`src/rtl/lab_defs.sv`:
```
// Shared definitions for the lab stimulus/capture blocks: FSM encodings and
// the default debounce interval (10 ms at 50 MHz).
package lab_defs;

  typedef enum logic [1:0] {
    IDLE    = 2'd0,
    SETTLE  = 2'd1,
    CAPTURE = 2'd2
  } seq_state_t;

  localparam int DEFAULT_DEBOUNCE_CYCLES = 500000;
  localparam int DEFAULT_SETTLE_CYCLES   = 4;

endpackage

```
`src/rtl/button_debouncer.sv`:
```
// Two-flop synchronizer plus stable-interval counter; emits a single-cycle
// press pulse when the button is accepted high, re-arms only after a stable low.
module button_debouncer
  import lab_defs::*;
#(
  parameter int CYCLES = DEFAULT_DEBOUNCE_CYCLES
) (
  input  logic clk,
  input  logic reset_n,
  input  logic btn,
  output logic press
);

  localparam int CW = $clog2(CYCLES + 1);

  logic          sync1;
  logic          sync2;
  logic          level;
  logic [CW-1:0] cnt;

  // cnt measures how long the synced input has disagreed with the accepted level
  always_ff @(posedge clk or negedge reset_n) begin
    if (!reset_n) begin
      sync1 <= 1'b0;
      sync2 <= 1'b0;
      level <= 1'b0;
      cnt   <= '0;
      press <= 1'b0;
    end else begin
      sync1 <= btn;
      sync2 <= sync1;
      press <= 1'b0;
      if (sync2 == level) begin
        cnt <= '0;
      end else if (cnt == CW'(CYCLES - 1)) begin
        cnt   <= '0;
        level <= sync2;
        press <= sync2;
      end else begin
        cnt <= cnt + CW'(1);
      end
    end
  end

endmodule

```
`src/rtl/function_input_sequencer.sv`:
```
// Drives a,b,c for a 3-input function block (manual step or full sweep per
// press), captures f_in after a settle delay and assembles the 8-entry truth table.
module function_input_sequencer
  import lab_defs::*;
#(
  parameter int DEBOUNCE_CYCLES = DEFAULT_DEBOUNCE_CYCLES,
  parameter int SETTLE_CYCLES   = DEFAULT_SETTLE_CYCLES
) (
  input  logic       clk,
  input  logic       reset_n,
  input  logic       btn,
  input  logic       sweep,
  input  logic       f_in,
  output logic       a,
  output logic       b,
  output logic       c,
  output logic [7:0] table_out,
  output logic       table_valid,
  output logic       busy
);

  localparam int CW = $clog2(SETTLE_CYCLES + 1);

  logic          rst_meta;
  logic          rst_n;
  logic          press;
  seq_state_t    state;
  logic          mode;
  logic [2:0]    abc;
  logic [7:0]    cap_mask;
  logic [CW-1:0] cnt;

  // Reset asserts immediately but is released on a clock edge
  always_ff @(posedge clk or negedge reset_n) begin
    if (!reset_n) begin
      rst_meta <= 1'b0;
      rst_n    <= 1'b0;
    end else begin
      rst_meta <= 1'b1;
      rst_n    <= rst_meta;
    end
  end

  button_debouncer #(
    .CYCLES(DEBOUNCE_CYCLES)
  ) u_debounce (
    .clk    (clk),
    .reset_n(rst_n),
    .btn    (btn),
    .press  (press)
  );

  always_ff @(posedge clk or negedge rst_n) begin
    if (!rst_n) begin
      state       <= IDLE;
      mode        <= 1'b0;
      abc         <= 3'd0;
      cnt         <= '0;
      table_out   <= 8'd0;
      cap_mask    <= 8'd0;
      table_valid <= 1'b0;
      busy        <= 1'b0;
    end else begin
      table_valid <= &cap_mask;
      case (state)
        IDLE: begin
          if (press) begin
            mode  <= sweep;
            cnt   <= '0;
            state <= SETTLE;
            busy  <= 1'b1;
            if (sweep) begin
              abc       <= 3'd0;
              table_out <= 8'd0;
              cap_mask  <= 8'd0;
            end else begin
              abc <= abc + 3'd1;
            end
          end
        end
        SETTLE: begin
          if (cnt == CW'(SETTLE_CYCLES - 1)) begin
            cnt   <= '0;
            state <= CAPTURE;
          end else begin
            cnt <= cnt + CW'(1);
          end
        end
        CAPTURE: begin
          table_out[abc] <= f_in;
          cap_mask[abc]  <= 1'b1;
          // A finished sweep parks on abc=7 rather than wrapping
          if (mode && (abc != 3'd7)) begin
            abc   <= abc + 3'd1;
            state <= SETTLE;
          end else begin
            state <= IDLE;
            busy  <= 1'b0;
          end
        end
        default: begin
          state <= IDLE;
          busy  <= 1'b0;
        end
      endcase
    end
  end

  assign {a, b, c} = abc;

endmodule

```
`config.mk`:
```
export PLATFORM = sky130hd
export DESIGN_NAME = function_input_sequencer
export DESIGN_NICKNAME = d
export VERILOG_FILES = /design/src/rtl/lab_defs.sv /design/src/rtl/button_debouncer.sv /design/src/rtl/function_input_sequencer.sv
export SDC_FILE = /design/constraint.sdc
export NUM_CORES = 1
export LEC_CHECK = 0
export ABC_AREA = 1
export CAP_MARGIN = 40
export CORE_AREA = 2 2 78 80
export CTS_CLUSTER_SIZE = 40
export DETAILED_ROUTE_END_ITERATION = 16
export DIE_AREA = 0 0 80 82
export GPL_ROUTABILITY_DRIVEN = 0
export HOLD_SLACK_MARGIN = 0.06
export PLACE_DENSITY_LB_ADDON = 0.1
export SLEW_MARGIN = 20
export SYNTH_ARGS = -nofsm -noshare
export SYNTH_HDL_FRONTEND = slang
export SYNTH_HIERARCHICAL = 1
export SYNTH_SLANG_ARGS = --single-unit
```
`constraint.sdc`:
```
create_clock -name clk -period 2 [get_ports clk]
set_input_delay 0.2 -clock clk [delete_from_list [all_inputs] [get_ports clk]]
set_output_delay 0.2 -clock clk [all_outputs]
set_load 0.03 [all_outputs]
```
==> results of run 1 <==
## per-layer routing
| metal | part of all wire (%) | vias to the layer above |
|---|---|---|
| met5 | 0 | - |
| met4 | 1.0 | 0 |
| met2 | 44 | 26 |
| met1 | 51 | 893 |
| li1 | - | 1015 |
| met3 | 3.5 | 5 |
## final cells by class
class | instances | area, um^2
Clock inverter | 3 | 42.5
Tap cell | 75 | 93.8
Sequential cell | 52 | 1300
Clock buffer | 5 | 68.8
Timing Repair Buffer | 20 | 195
Multi-Input combinational cell | 219 | 1070
Fill cell | 578 | 2820
Inverter | 40 | 150
## flip-flops by register name, summed over array words and instances, names as in the netlist
name              count
u_debounce/sync2      1
u_debounce/level      1
cnt                   3
abc                   3
table_valid           1
rst_meta              1
state                 2
u_debounce/sync1      1
table_out             8
u_debounce/press      1
cap_mask              8
rst_n                 1
busy                  1
u_debounce/cnt       19
mode                  1
## how the worst max path moves through the flow
stage,startpoint,endpoint,slack [ns],depth (start not counted)
finish,abc[0],c,0.17,1
global route,abc[0],c,0.11,1
CTS,abc[0],c,0.15,1
detailed placement,abc[0],abc[2],0.48,8
global placement,abc[0],abc[0],0.52,8
floorplan,rst_n,abc[0],0.45,0
## cell usage in the layout (no fill, tap or decap)
cell	count
inv_2	4
xor2_1	6
o21a_1	1
xor2_2	1
xnor2_1	2
dlygate4sd3_1	1
clkbuf_8	5
o21ai_1	4
o21ai_0	2
bufinv_16	1
nor2_4	3
clkinv_2	1
nor2_2	7
nor2_1	61
inv_1	36
nand3b_1	1
dfrtp_1	51
nand4_1	4
ha_1	4
nand2_2	9
nor3_1	2
nor3b_2	2
a21oi_1	8
dfrtp_2	1
conb_1	1
buf_4	2
clkinvlp_4	1
nand2_1	76
nand3_2	3
clkdlybuf4s50_1	17
o22ai_1	1
nand3_1	21
## cells by family after synthesis
| logic type | after synthesis | synth area share (%) |
|---|---|---|
| AND/OR/NAND/NOR | 189 | 33.6 |
| flip-flops | 52 | 51.4 |
| buffers and inverters | 41 | 6.13 |
| AO/OA/AOI/OAI | 16 | 3.31 |
| XOR/XNOR | 9 | 3.41 |
| adder cells (fa/ha/maj) | 4 | 1.98 |
| other | 1 | 0.148 |
## where the power goes
part | switching, mW | leakage (nW) | internal (mW)
sequential | 0.0151 | 0.631 | 1.06
combinational | 0.0376 | 0.650 | 0.0228
clock | 0.350 | 0.0541 | 0.371
total | 0.402 | 1.33 | 1.45
## synth_stat cells, types with 6 or more instances
library cell and number:
nand3_1 21, nor2_1 61, nand2_2 9, nand2_1 76, nor2_2 7, inv_1 36, dfrtp_1 52, xor2_1 6
a21oi_1 8
## repair_timing
action,4_1_cts,5_1_grt
setup endpoints to repair,0,0
hold buffers,1,0
endpoints found under the hold margin,2,0
==> summary.txt, run 1 <==
outcome: completed
share of cells above drive strength 1: 11.8%
WL/cell: 11.7 um
Static Leak: 1.33 nW
yosys warns: 6
final net count: 347
top cell type's share of synthesized area: 51.4%
post-route setup TNS: 0 ns
first-pass GRT wire length: 8.41 mm
Tightest Hold Check Type: flip-flop to async pin
Final setup violation count: 0
Hold Violations, Final: 0
Peak VDD IR: 0.295 mV
Worst R2R Start: abc[0]
Synth Area per Inst: 8.11 um^2
RR Endpoint: abc[2]
Worst-Skew Late Latency: 0.31 ns
R2R cell count: 8
sequential fraction of the synthesis area: 51.4%
routing usage on met1: 24.1%
number of setup buffers added after CTS: 0
Root Buffer: clkbuf_8
DIE WIDTH: 80 um
Buf/Inv on CP: 1
Post-synth EDFFs: 0
number of global-route vias before repair: 1,800
syn nets: 321
dpl ws: 0.483 ns
core area: 0.00575 mm^2
met3 GRT Util: 3.96%
Worst setup SP type: flip-flop
vias per inst: 4.68
CP top delay family: buffers and inverters
Post-Route WL: 4.85 mm
DRC violations left: 0
Iteration-0 DRC Markers: 49
CP arrival: 1.63 ns
Total GRT Usage: 16.6%
largest cells by area after synthesis: dfrtp_1, nand2_1, nor2_1
CTS Buffer Depth: 2
period utilization: 91.4%
Hold Worst Slack: 0.253 ns
H-tree levels: 2
Gates resized, CTS repair: 0
chip height: 82 um
required time of the critical path: 1.80 ns
Std-Cell Rows: 28
post-synth cell types: 25
FF-to-FF setup slack: 0.48 ns
setup ws final: 0.172 ns
end-of-flow core utilization: 51.0%
crit path max-delay cell type: clkdlybuf4s50_1
Post-Syn Instances: 312
initial core utilization: 44.1%
Crit Path Category: flip-flop to output pin
placed cell areas: 0.00281 mm^2
Sink Count: 52
number of I/O port buffers: 17
Max Slew Vio Count: 0
drt pass-1 iters: 4
placed insts: 405
Tightest Pin Transition: 0.527 ns
grt peak-use layer: met2
post-route ant nets: 0
FFs w/ async S/R, synth: 100%
initial antenna violation count: 0
P&R area growth vs syn: 15.7%
Finished Cell Area: 0.00293 mm^2
Cell Pwr Density: 634 mW/mm^2
CTS clk-pin slew, worst paths: 0.10 ns
CP cell instances: clkdlybuf4s50_1
maxcap violations: 0
Diodes inserted: 0
top_reg_cell synth: dfrtp_1
Worst slew margin: 64.9%
slowest stage delay, CP: 0.75 ns
TritonCTS clock tree: done
crit path max fanout: 12
global route overflow: 0
I/O pin count: 18
Overall Power: 1.86 mW
skew final: 0.0134 ns
area leader, netlist: dfrtp_1
fmax: 547 MHz
Vias: 1,939
met2 usage: 25.1%
Syn Std Cell Area: 0.00253 mm^2
Final Non-Filler Cells: 414
largest net degree at the start of global routing: 25
RSZ-0062 raised after global routing: no
Final Critical Period: 1.83 ns
number of synthesized register bits: 52
DPL Wire Length: 3.64 mm
Worst setup EP type: output pin
total CTS buffers: 5
Die ar.: 0.00656 mm^2
Power figures use the tool's default switching activity.
==> inputs of run 2 (changes only) <==
--- a/config.mk
+++ b/config.mk
@@ -12,7 +12,7 @@
 export DETAILED_ROUTE_END_ITERATION = 16
 export DIE_AREA = 0 0 80 82
 export GPL_ROUTABILITY_DRIVEN = 0
-export HOLD_SLACK_MARGIN = 0.06
+export HOLD_SLACK_MARGIN = 0.12
 export PLACE_DENSITY_LB_ADDON = 0.1
 export SLEW_MARGIN = 20
 export SYNTH_ARGS = -nofsm -noshare
==> results of run 2 <==
Same layout as run 1: the final DEF is identical, and so are final timing and power.
==> inputs of run 3 (changes only) <==
--- a/config.mk
+++ b/config.mk
@@ -14,6 +14,7 @@
 export GPL_ROUTABILITY_DRIVEN = 0
 export HOLD_SLACK_MARGIN = 0.12
 export PLACE_DENSITY_LB_ADDON = 0.1
+export SETUP_SLACK_MARGIN = 0.4
 export SLEW_MARGIN = 20
 export SYNTH_ARGS = -nofsm -noshare
 export SYNTH_HDL_FRONTEND = slang
==> run 3 against run 2 <==
Combinational power hardly changed. Worst hold slack is essentially flat. Sequential share of layout area hardly changed. Largest power group unchanged.
==> summary.txt, run 3 (same netlist as run 1, synthesis figures left out) <==
CP cell instances: clkdlybuf4s50_1
core area: 0.00575 mm^2 (unchanged)
leading cell type in the layout, fill and taps excluded: nand2_1
Hold Worst Slack: 0.253 ns (+0.000384 ns)
DIE WIDTH: 80 um (unchanged)
Die ar.: 0.00656 mm^2 (unchanged)
post-route ant nets: 0 (unchanged)
Tightest Pin Transition: 0.528 ns (+0.000889 ns)
Top Registers: u_debounce/cnt x19, cap_mask x8, table_out x8
Worst slew margin: 64.8% (about the same)
Static Leak: 1.35 nW (+0.93%)
Worst-Skew Late Latency: 0.31 ns (about the same)
Peak VDD IR: 0.296 mV (about the same)
total CTS buffers: 5 (unchanged)
Sink Count: 52 (unchanged)
Finished Cell Area: 0.00293 mm^2 (unchanged)
final net count: 347 (unchanged)
Max Slew Vio Count: 0 (unchanged)
crit path max fanout: 2 (-10)
Hold Violations, Final: 0 (unchanged)
largest net degree at the start of global routing: 25 (unchanged)
number of setup buffers added after CTS: 0 (unchanged)
Total GRT Usage: 16.6% (unchanged)
initial core utilization: 44.1% (unchanged)
Top reg by flops: u_debounce/cnt
Filler cells: 579 (+0.17%)
NetSw: 0.401 mW (-0.23%)
Final setup violation count: 0 (unchanged)
R2R cell count: 8 (unchanged)
Comb pwr share: 3.2% (about the same)
Diodes inserted: 0 (unchanged)
Root Buffer: clkbuf_8
commonest non-fill, non-tap cells in the layout: nand2_1, nor2_1, dfrtp_1
Tightest Hold Check Type: flip-flop to async pin
skew final: 0.0134 ns (+0.0000522 ns)
P&R area growth vs syn: 15.7% (unchanged)
initial antenna violation count: 0 (unchanged)
outcome: completed
switching part of the total power: 21.6% (-0.040 points)
end-of-flow core utilization: 51.0% (unchanged)
max reg flops: 19 (unchanged)
H-tree levels: 2 (unchanged)
Crit Path Category: flip-flop to output pin
required time of the critical path: 1.80 ns (about the same)
Levels on crit path: 1 (unchanged)
RSZ-0062 raised after global routing: no
share of cells above drive strength 1: 12.1% (+0.29 points)
DRC violations left: 0 (unchanged)
Clock power frac: 38.8% (about the same)
Iteration-0 DRC Markers: 72 (+47%)
Post-Route WL: 4.87 mm (+0.39%)
period utilization: 77.8% (-14 points)
number of global-route vias before repair: 1,798 (-0.11%)
Final Critical Period: 1.56 ns (-0.273 ns)
maxcap violations: 0 (unchanged)
Vias: 1,932 (-0.36%)
Std-Cell Rows: 28 (unchanged)
CP arrival: 1.36 ns (-0.27 ns)
post-route setup TNS: 0 ns (unchanged)
P_int: 1.45 mW (about the same)
Buf/Inv on CP: 1 (unchanged)
placed cell areas: 0.00281 mm^2 (unchanged)
I/O pin count: 18 (unchanged)
CTS Buffer Depth: 2 (unchanged)
fmax: 643 MHz (+18%)
TritonCTS clock tree: done
number of I/O port buffers: 17 (unchanged)
sequential fraction of design power: 58.0% (about the same)
crit path max-delay cell type: clkdlybuf4s50_1
global route overflow: 0 (unchanged)
slowest stage delay, CP: 0.68 ns (-0.07 ns)
DPL Wire Length: 3.64 mm (unchanged)
CTS clk-pin slew, worst paths: 0.10 ns (about the same)
drt pass-1 iters: 4 (unchanged)
CP top delay family: buffers and inverters
chip height: 82 um (unchanged)
WL/cell: 11.8 um (+0.39%)
first-pass GRT wire length: 8.41 mm (unchanged)
Worst setup EP type: output pin
vias per inst: 4.67 (-0.36%)
Cell Pwr Density: 634 mW/mm^2 (about the same)
Worst setup SP type: flip-flop
## run 3: cell types whose count changed in the layout (fill, tap and decap cells not counted)
cell | previous run | this run
clkdlybuf4s50_1 | 17 | 13
dfrtp_1 | 51 | 50
dfrtp_2 | 1 | 2
dlygate4sd2_1 | 0 | 3
dlymetal6s2s_1 | 0 | 1
## run 3: through the flow
stage / setup slack (ns) / cells / total power, mW
5_1_grt: 0.401 / 414 / 1.93
6_report: 0.445 / 414 / 1.86
3_5_place_dp: 0.483 / 405 / 1.16
4_1_cts: 0.418 / 414 / 1.89
3_3_place_gp: 0.518 / 405 / 1.16
2_1_floorplan: 0.445 / 312 / 1.13
## run 3: worst paths after layout
check                             startpoint          endpoint  slack (ns)
worst max-delay path            table_out[7]      table_out[7]        0.44
worst min-delay path                   rst_n  u_debounce/level        0.25
worst max register to register        abc[0]            abc[2]        0.54
worst min register to register         rst_n  u_debounce/level        0.25
max in group asynchronous              rst_n       cap_mask[4]        1.11
min in group clk                         btn  u_debounce/sync1        0.32
## run 3: worst register-to-register path, stage by stage (launching register included)
cell,delay [ns]
dfrtp_2,0.50
ha_1,0.21
ha_1,0.17
nor2_1,0.16
nand2_2,0.07
nand2_2,0.10
inv_2,0.06
nand2_1,0.05
nand2_1,0.05
## run 3: what timing repair did
item	CTS	global route
hold endpoints to repair	2	0
hold buffers	1	0
endpoints found under the setup margin	3	4
gates cloned	0	0
gates resized for setup	3	2
## run 3: layer usage
layer / GRT usage [%] / part of all wire, % / up-vias / wire [um]
li1: - / - / 1014 / -
met1: 24.1 / 52 / 893 / 2530
met2: 25.1 / 45 / 23 / 2200
met3: 3.96 / 2.2 / 2 / 109
met4: 4.41 / 0.53 / 0 / 26
met5: 0 / 0 / - / 0
## run 3: area by class of cell
type | count | area [um^2] | area share, %
multi-input cells | 219 | 1070 | 36.7
clock inverters | 3 | 42.5 | 1.45
well taps | 75 | 93.8 | 3.21
flip-flops and latches | 52 | 1300 | 44.5
repair buffers | 20 | 194 | 6.62
inverters | 40 | 150 | 5.13
clock buffers | 5 | 68.8 | 2.35
## run 3: power by group through the flow
stage	Clock [mW]	Sequential [mW]	Combinational (mW)
finish	0.719	1.08	0.0603
global route	0.786	1.08	0.0678
CTS	0.751	1.08	0.0615
detailed placement	0	1.10	0.0598
global placement	0	1.10	0.0589
floorplan	0	1.11	0.0218
